--- src/rtl/pipe_reg_pkg.sv ---
// pipe_reg_pkg: shared sizing helpers and limits for the pipeline register chain
package pipe_reg_pkg;
  localparam int PIPE_REG_MIN_STAGES = 1;
  function automatic int occ_width(input int n);
    return $clog2(n + 1);
  endfunction
endpackage

--- src/rtl/pipe_reg_stage.sv ---
// pipe_reg_stage: one elastic stage holding a valid bit and a data word
module pipe_reg_stage #(
  parameter int               p_nbits       = 32,
  parameter logic [p_nbits-1:0] p_reset_value = '0
) (
  input  logic               clk,
  input  logic               reset,
  input  logic               flush,
  input  logic               en_i,
  input  logic               vin_i,
  input  logic [p_nbits-1:0] din_i,
  output logic               val_o,
  output logic [p_nbits-1:0] dout_o
);
  logic               val_q, val_d;
  logic [p_nbits-1:0] data_q, data_d;
  // Flush empties the stage; data only changes when a valid word enters, so bubbles never clobber it.
  always_comb begin
    val_d  = flush ? 1'b0 : (en_i ? vin_i : val_q);
    data_d = (en_i && vin_i && !flush) ? din_i : data_q;
  end
  // Asynchronous active-low reset returns the stage to empty with the reset data value.
  always_ff @(posedge clk or negedge reset) begin
    if (!reset) begin
      val_q  <= 1'b0;
      data_q <= p_reset_value;
    end else begin
      val_q  <= val_d;
      data_q <= data_d;
    end
  end
  assign val_o  = val_q;
  assign dout_o = data_q;
endmodule

--- src/rtl/pipe_reg_chain.sv ---
// pipe_reg_chain: elastic val/rdy register chain with bubble collapse and flush; PIPE_REG_CHAIN_OCC_EN adds an occupancy counter
module pipe_reg_chain
  import pipe_reg_pkg::*;
#(
  parameter int                 p_nbits       = 32,
  parameter int                 p_nstages     = 2,
  parameter logic [p_nbits-1:0] p_reset_value = '0
) (
  input  logic                                clk,
  input  logic                                reset,
  input  logic                                flush,
  input  logic                                in_val,
  output logic                                in_rdy,
  input  logic [p_nbits-1:0]                  in_msg,
  output logic                                out_val,
  input  logic                                out_rdy,
  output logic [p_nbits-1:0]                  out_msg,
  output logic [occ_width(p_nstages)-1:0]     occ
);
  logic [p_nstages-1:0] val, en;
  logic [p_nbits-1:0]   dat [p_nstages+1];
  logic                 acc;
  assign dat[0] = in_msg;
  // A stage may load when downstream is ready or any stage at or beyond it is empty.
  always_comb begin
    en  = '0;
    acc = out_rdy;
    for (int k = p_nstages - 1; k >= 0; k--) begin
      acc   = acc || !val[k];
      en[k] = acc;
    end
  end
  for (genvar g = 0; g < p_nstages; g++) begin : g_stage
    logic vin;
    if (g == 0) begin : g_head
      assign vin = in_val && !flush;
    end else begin : g_body
      assign vin = val[g-1];
    end
    pipe_reg_stage #(.p_nbits(p_nbits), .p_reset_value(p_reset_value)) u_stage (
      .clk    (clk),
      .reset  (reset),
      .flush  (flush),
      .en_i   (en[g]),
      .vin_i  (vin),
      .din_i  (dat[g]),
      .val_o  (val[g]),
      .dout_o (dat[g+1])
    );
  end
  assign in_rdy  = en[0] && !flush;
  assign out_val = val[p_nstages-1];
  assign out_msg = dat[p_nstages];
  cfg_min_stages: assert property (@(posedge clk) p_nstages >= PIPE_REG_MIN_STAGES);
`ifdef PIPE_REG_CHAIN_OCC_EN
  localparam int OW = occ_width(p_nstages);
  logic [OW-1:0] occ_q, occ_d;
  // Occupancy follows the fires; flush empties every stage in a single edge.
  always_comb occ_d = flush ? '0 : occ_q + OW'(in_val && in_rdy) - OW'(out_val && out_rdy);
  // Counter shares the chain's asynchronous reset.
  always_ff @(posedge clk or negedge reset) begin
    if (!reset) occ_q <= '0;
    else occ_q <= occ_d;
  end
  assign occ = occ_q;
  occ_matches_valids: assert property (@(posedge clk) disable iff (!reset) occ_q == OW'($countones(val)));
`else
  assign occ = '0;
`endif
endmodule

--- config.mk ---
export PLATFORM = sky130hd
export DESIGN_NAME = pipe_reg_chain
export DESIGN_NICKNAME = d
export VERILOG_FILES = /design/src/rtl/pipe_reg_pkg.sv /design/src/rtl/pipe_reg_stage.sv /design/src/rtl/pipe_reg_chain.sv
export SDC_FILE = /design/constraint.sdc
export NUM_CORES = 1
export LEC_CHECK = 0
export CAP_MARGIN = 20
export CORE_MARGIN = 2
export CORE_UTILIZATION = 45
export DETAILED_ROUTE_END_ITERATION = 10
export GPL_TIMING_DRIVEN = 1
export PLACE_DENSITY_LB_ADDON = 0.08
export SLEW_MARGIN = 25
export SYNTH_ARGS = -nofsm -noshare
export SYNTH_HDL_FRONTEND = slang
export SYNTH_SLANG_ARGS = --single-unit
--- constraint.sdc ---
create_clock -name clk -period 4 [get_ports clk]
set_input_delay 0.8 -clock clk [delete_from_list [all_inputs] [get_ports clk]]
set_output_delay 0.8 -clock clk [all_outputs]
set_load 0.1 [all_outputs]
# Word level (Yosys, flattened, before mapping)
# Index checks and enable logic that the tools add are counted.
dict set report word_totals {
  input_bits 37
  memories 0
  out_inout_bits 36
  mem_bits_rw 0
  latchBits 0
  word_cells 21
  rom_bits 0
  regBits 66
}
dict set report classes {
  magnitude_cmp 0
  div 0
  shifts 0
  muxes 4
  reduce_logical 13
  n_eq_ne 0
  addsub 0
  mul 0
  n_bitwise 0
}
# cell count
set ops {}
lappend ops {{logical AND 1 bit} 6}
lappend ops {{two-way mux 1 bit} 4}
lappend ops {{nonzero test 2 bit} 2}
lappend ops {{logical NOT 1 bit} 3}
lappend ops {{logical OR 1 bit} 2}

# Logic depth before layout (Yosys ltp)
# Gate-level depths: netlist (run 1).
dict set report logic_depth {
  depth_word 5
  mapped_depth 5
  depth_no_buf 3
}

# By module
# Synthesis (run 1) repeated with hierarchy kept, for this count alone.
dict set report hier_totals {
  cells_unflattened 149
  hier_area_um2 2797.7
}
# mod area_per_inst_um2 seq_area_each_um2 n_inst cells_each
set modules_own_cells {}
lappend modules_own_cells {pipe_reg_stage 1366.3 825.8 2 71}
lappend modules_own_cells {pipe_reg_chain 65.1 0.0 1 7}

# Least setup slack after synthesis (run 1)
# Ideal clock, no wire load.
dict set report synth_path {
  kind {reg2out}
  startpoint {reg g_stage[1].u_stage.val_q}
  endpoint {out in_rdy}
  t_arrival_ps 2340
  slack_ps 860
  t_required_ps 3200
  path_stages_with_launch 3
  path_buffers 0
  path_cell_list {dfrtp_1 > and3b_1 > nor2_1}
}
dict set report synth_between {
  elab_chain_len 4
}
# element line
set synth_lines {}
lappend synth_lines {{start: declaration} pipe_reg_stage.sv:15} ;# logic val_q, val_d;
lappend synth_lines {{start signal: assignment} pipe_reg_stage.sv:28} ;# val_q <= val_d;
lappend synth_lines {{logical NOT 1 bit} pipe_reg_chain.sv:29} ;# acc = acc || !val[k];
lappend synth_lines {{logical OR 1 bit (2 in series)} pipe_reg_chain.sv:29}
lappend synth_lines {{logical AND 1 bit} pipe_reg_chain.sv:51} ;# assign in_rdy = en[0] && !flush;
lappend synth_lines {{end: declaration} pipe_reg_chain.sv:13} ;# output logic in_rdy,
# No other way between the ends.

# Final worst setup path (run 1)
dict set report layout_path {
  startpoint {in out_rdy}
  endpoint {out in_rdy}
}
dict set report layout_between {
  elab_chain_len 3
}
# element line
set layout_lines {}
lappend layout_lines {{start: declaration} pipe_reg_chain.sv:16} ;# input logic out_rdy,
lappend layout_lines {{logical OR 1 bit (2 in series)} pipe_reg_chain.sv:29}
lappend layout_lines {{logical AND 1 bit} pipe_reg_chain.sv:51}
# No other way between the ends.

==> results of run 1 <==
-- metal layers --
layer  vias to the layer above  share of wire  GRT usage  wire length, um
met2                        47           0.48      0.231             2260
met3                         7          0.065     0.0742              308
li1                        663              -          -                -
met1                       735           0.44      0.192             2090
met4                         0          0.013     0.0396               60
met5                         -              0          0                0
-- cell families (layout without fill, tap and decap cells) --
group / after synthesis / after routing / synth area share
buf+inv: 42 / 90 / 0.110
compound gates: 1 / 1 / 0.00176
simple gates: 7 / 7 / 0.0149
other cells: 1 / 2 / 0.00132
flops: 66 / 66 / 0.580
mux: 64 / 64 / 0.292
-- final cells by class --
cell class              count  area [um^2]
flip-flops and latches     66         1650
inverters                   1         3.75
clock inverters             3         15.0
clock buffers              13          149
repair buffers             73          716
fillers                   473         2510
multi-input cells          74          888
well taps                  75         93.8
-- how the worst max path moves through the flow --
stage | from | end | depth (start not counted)
floorplan | g_stage[1].u_stage.val_o | in_rdy | 2
global placement | out_rdy | g_stage[1].u_stage.dout_o[25] | 5
detailed placement | out_rdy | g_stage[1].u_stage.dout_o[28] | 5
CTS | g_stage[1].u_stage.val_o | out_val | 1
global route | out_rdy | in_rdy | 4
finish | out_rdy | in_rdy | 4
-- placed cells by master (no fill, tap or decap) --
cell type,Yosys,routed
clkdlybuf4s50_1,0,68
conb_1,1,2
clkbuf_8,0,10
mux2_2,34,34
and3b_1,1,1
inv_1,1,1
dfrtp_1,66,66
a21oi_1,1,1
clkinv_2,0,3
mux2_4,30,30
nor2_1,3,3
nand3b_1,1,1
buf_4,34,4
clkbuf_1,0,3
buf_2,4,1
nand2b_1,1,1
or3b_2,0,1
-- state kept, by name, indices dropped and copies added (netlist names) --
signal	flops
g_stage.u_stage.dout_o	64
g_stage.u_stage.val_o	2
-- power by group through the flow --
stage	Combinational, mW	Clock (mW)	Sequential, mW
after global routing	1.25	0.518	0.924
after floorplan	1.11	0	0.887
final	1.22	0.465	0.903
after global placement	1.22	0	0.904
after detailed placement	1.23	0	0.914
after CTS	1.23	0.486	0.905
-- through the flow --
stage	std cells	worst slack, ns
2_1_floorplan	182	0.860
3_3_place_gp	289	1.18
3_5_place_dp	289	1.13
4_1_cts	305	1.32
5_1_grt	305	1.25
6_report	305	1.33
==> reports/results.ini, run 1 <==
[detailed_routing]
finalWirelength_um=4720
drc_errors=0
wl_per_cell_um=15.5
firstDrtPassIters=3
postRouteAntennaNets=0
vias=1452
drt_iter0_drc=52
viasPerCell=4.76

[logic_synthesis]
synthDistinctLibCells=14
syn_inst=181
yosysTopAreaCell=dfrtp_1
synth-edff-count=0
synthArstFlopShare=1.00
synth_commonest_cells=dfrtp_1, buf_4, mux2_2
synth_area_leaders=dfrtp_1, mux2_4, mux2_2, buf_4, buf_6
yosys_warnings=0
synth.most_common_cell=dfrtp_1
yosys.area.top_type_share=0.580
synth_ff_type=dfrtp_1
synth_area_per_cell_um2=15.7
syn_area_um2=2850
yosysSeqAreaShare=0.580
ys_ff_latch=66

[worst_setup_path]
r2r-end=g_stage[1].u_stage.dout_o[30]
r2r_cells=4
worstReg2RegStart=g_stage[1].u_stage.val_o
cp.buffers_inverters=2
r2r_slack_ns=2.07
crit_type=input pin to primary output
crit_fanout=3
endpoint_kind=primary output
slowest_delay_ns=0.47
crit_family=buffers and inverters
slowest_stage=clkdlybuf4s50_1
cp.required_ns=3.20
crit_chain=clkdlybuf4s50_1 -> and3b_1 -> nor2_1 -> buf_4
cp.arrival_ns=1.87
critPathLaunchType=input pin

[global_route]
grt_antenna_before_repair=0
grt_max_degree=36
grtUsageTotal=0.151
grt_pass1_vias=1615
grt_pass1_wl_um=8200
grt.overflow.total=0

[clock_tree]
cts.sinks=66
htreeDepth=3
cts_buffer_depth=2
cts_setup_buffers=0
cts_tree=yes
ctsResizeCount=0
cts_hold_buf=0
clkTransAtPathRegs_ns=0.06
numCtsBuffers=9
cts-root-buf=clkbuf_8
clkLatencyLatePin_ns=0.33

[pwr]
powerDensity_nw_per_um2=736
vdd_ir_drop_max_mv=0.504
power_frac_comb=0.471
swShare=0.459
leakagePower_nw=1.60
clockPowerShare=0.180
p_switching_mw=1.19
power_mw=2.59
p_int_mw=1.40
pwr-share-seq=0.349

[sta]
finalSetupTns_ns=0
fin_crit_ns=2.67
rsz0062_at_grt=no
setup_viol=0
max_freq_ghz=0.375
finalCritPeriodShare=0.666
skew_ns=0.00828
hold_ws_ns=0.505
slew_viol_final=0
slew_headroom=0.343
final_hold_viol_count=0
tightest_slew_ns=0.982

[flow_run]
drv_cap=0

[cells_and_area]
utilization=0.584
area_growth_pct=23.5
n_antenna_cell=0
postLayoutCellArea_um2=3520
drive_gt1_frac=0.361
final_nets=262

[floorplanning]
rows=28
start_util=0.473
core-area_um2=6030
dieArea_um2=6980
die_x_um=83.6
die_h_um=83.6
ios=73

[place]
port_buffers=70
place.gp.congestion=0.764
placed_area_um2=3350
dp_hpwl_um=3240

[status]
status=completed

[hold_path]
hp-class=input pin to async pin

(Power assumes the default switching activity.)
==> run 2, diff against run 1 <==
--- a/config.mk
+++ b/config.mk
@@ -7,7 +7,7 @@
 export LEC_CHECK = 0
 export CAP_MARGIN = 20
 export CORE_MARGIN = 2
-export CORE_UTILIZATION = 45
+export CORE_UTILIZATION = 44
 export DETAILED_ROUTE_END_ITERATION = 10
 export GPL_TIMING_DRIVEN = 1
 export PLACE_DENSITY_LB_ADDON = 0.08
==> constraint.sdc (replaced) <==
create_clock -name clk -period 2.3 [get_ports clk]
set_input_delay 0.46 -clock clk [delete_from_list [all_inputs] [get_ports clk]]
set_output_delay 0.46 -clock clk [all_outputs]
set_load 0.1 [all_outputs]
==> run 2 against run 1 <==
Clock power rose by 75%. Hold slack got worse by 0.45 ns. Design area shrank 0.50%. Setup slack worse by 1.0 ns. Routed wire length rose by 3.3%. Die area is 2.2% higher. Total power is 72% higher. Final cell count is 2.0% higher. First-iteration DRC count shrank 29%. Core utilization down 2.9 points. Largest cell class unchanged. Largest power group unchanged.
==> reports/results.ini, run 2 (synthesis gave the netlist of run 1 again) <==
[sta]
layout_setup_ws_ns=0.305  ; was 1.33 ns
setup_viol=0  ; unchanged
finalCritPeriodShare=0.867
finalSetupTns_ns=0  ; unchanged
rsz0062_at_grt=no  ; unchanged
final_hold_viol_count=0  ; unchanged
skew_ns=0.00978  ; was 0.00828 ns
fin_crit_ns=2.00
slew_viol_final=0  ; unchanged
max_freq_ghz=0.501

[worst_setup_path]
crit_fanout=2  ; was 3
cp.required_ns=1.84  ; was 3.20 ns
critPathLaunchType=input pin  ; unchanged
slowest_delay_ns=0.47  ; about the same
cp.arrival_ns=1.54  ; was 1.87 ns
crit_type=input pin to primary output  ; unchanged
crit_chain=clkdlybuf4s50_1 -> and3b_1 -> buf_4 -> nor2_4 -> buf_12  ; was clkdlybuf4s50_1 -> and3b_1 -> nor2_1 -> buf_4
slowest_stage=clkdlybuf4s50_1  ; unchanged
endpoint_kind=primary output  ; unchanged

[detailed_routing]
postRouteAntennaNets=0  ; unchanged
vias=1488  ; was 1452
wl_per_cell_um=15.7  ; was 15.5 um
drt_iter0_drc=37  ; was 52
drc_errors=0  ; unchanged
wl_met1_um=2210  ; was 2090 um
viasPerCell=4.78  ; was 4.76
dr_wl_met2_um=2370  ; was 2260 um
finalWirelength_um=4880  ; was 4720 um
top_layer=met4  ; unchanged
wl_met3_um=249  ; was 308 um
firstDrtPassIters=4  ; was 3

[flow_run]
drv_cap=0  ; unchanged

[clock_tree]
cts_setup_buffers=0  ; unchanged
cts_tree=yes  ; unchanged
htreeDepth=3  ; unchanged
clkTransAtPathRegs_ns=0.06  ; about the same
ctsResizeCount=0  ; unchanged
clkLatencyLatePin_ns=0.32  ; was 0.33 ns
numCtsBuffers=9  ; unchanged
cts_hold_buf=0  ; unchanged
cts-root-buf=clkbuf_8  ; unchanged
cts.sinks=66  ; unchanged
cts_buffer_depth=2  ; unchanged

[place]
dp_slack_ns=-0.00131  ; was 1.13 ns
dp_hpwl_um=3400  ; was 3240 um
port_buffers=70  ; unchanged
placed_area_um2=3340  ; was 3350 um^2
dp.cells=295  ; was 289
place.gp.congestion=0.802  ; was 0.764

[cells_and_area]
n_fill_cell=528  ; was 473
area.sequential_um2=1650  ; unchanged
drive_gt1_frac=0.517  ; was 0.361
final_common_cell=dfrtp_1  ; was clkdlybuf4s50_1
final_cell_mix=dfrtp_1, buf_4, clkdlybuf4s50_1  ; was clkdlybuf4s50_1, dfrtp_1, mux2_2
multi_input_area_um2=896  ; was 888 um^2
final_nets=266  ; was 262
largest_register_ffs=64  ; unchanged
n_antenna_cell=0  ; unchanged
area_growth_pct=22.8  ; was 23.5%
stdcell_count=311  ; was 305
postLayoutCellArea_um2=3500  ; was 3520 um^2

[pwr]
powerDensity_nw_per_um2=1270  ; was 736 nW/um^2
vdd_ir_drop_max_mv=0.669  ; was 0.504 mV
leakagePower_nw=1.67  ; was 1.60 nW
power_mw=4.45  ; was 2.59 mW

[floorplanning]
start_util=0.451  ; was 0.473
rows=29  ; was 28
dieArea_um2=7130  ; was 6980 um^2
core-area_um2=6310  ; was 6030 um^2
ios=73  ; unchanged
die_h_um=84.5  ; was 83.6 um
die_x_um=84.5  ; was 83.6 um

[global_route]
grtUsageTotal=0.148  ; was 0.151
grt_pass1_wl_um=8160  ; was 8200 um
grt_antenna_before_repair=0  ; unchanged
grt_pass1_vias=1640  ; was 1615
grt.overflow.total=0  ; unchanged
grt_max_degree=33  ; was 36

[status]
status=completed  ; unchanged

[hold_path]
hp-class=input pin to async pin  ; unchanged

run 2: cell type report:
cell class                 count  area share
sequential                    66       0.472
multi-input combinational     74       0.256
timing repair buffer          77       0.197
clock buffer                  13      0.0425
tap                           77      0.0275
clock inverter                 3     0.00429
inverter                       1     0.00107
run 2: report_power, final:
part	leakage, nW	internal (mW)	switching, mW
Sequential	0.784	1.42	0.143
Combinational	0.798	0.538	1.53
Clock	0.0872	0.417	0.396
run 2: final timing paths:
| check | start | to | slack, ns | cells past startpoint |
|---|---|---|---|---|
| hold reg to reg | g_stage[0].u_stage.dout_o[16] | g_stage[0].u_stage.dout_o[16] | 0.51 | 1 |
| hold / removal | reset | g_stage[1].u_stage.dout_o[14] | 0.05 | 1 |
| setup / recovery | out_rdy | in_rdy | 0.30 | 5 |
| setup reg to reg | g_stage[1].u_stage.val_o | g_stage[0].u_stage.dout_o[9] | 0.54 | 4 |
| max in group asynchronous | reset | g_stage[0].u_stage.dout_o[22] | 1.59 | 2 |
| min in group clk | g_stage[0].u_stage.dout_o[16] | g_stage[0].u_stage.dout_o[16] | 0.51 | 1 |
run 2: routing by layer:
metal | GRT usage | vias up
met2 | 0.219 | 44
met1 | 0.200 | 763
met3 | 0.0442 | 4
li1 | - | 677
met4 | 0.0693 | 0
met5 | 0 | -
run 2: through the flow:
step / hold WS [ns] / util
floorplan: 0.164 / -
global placement: 0.394 / 0.528
detailed placement: 0.404 / 0.528
CTS: 0.0428 / 0.554
global route: 0.0648 / 0.554
finish: 0.0534 / 0.554
run 2: critical path, delay by kind of cell:
| kind | cells | cell delay, ns |
|---|---|---|
| buf+inv | 3 | 0.79 |
| simple gates | 2 | 0.29 |
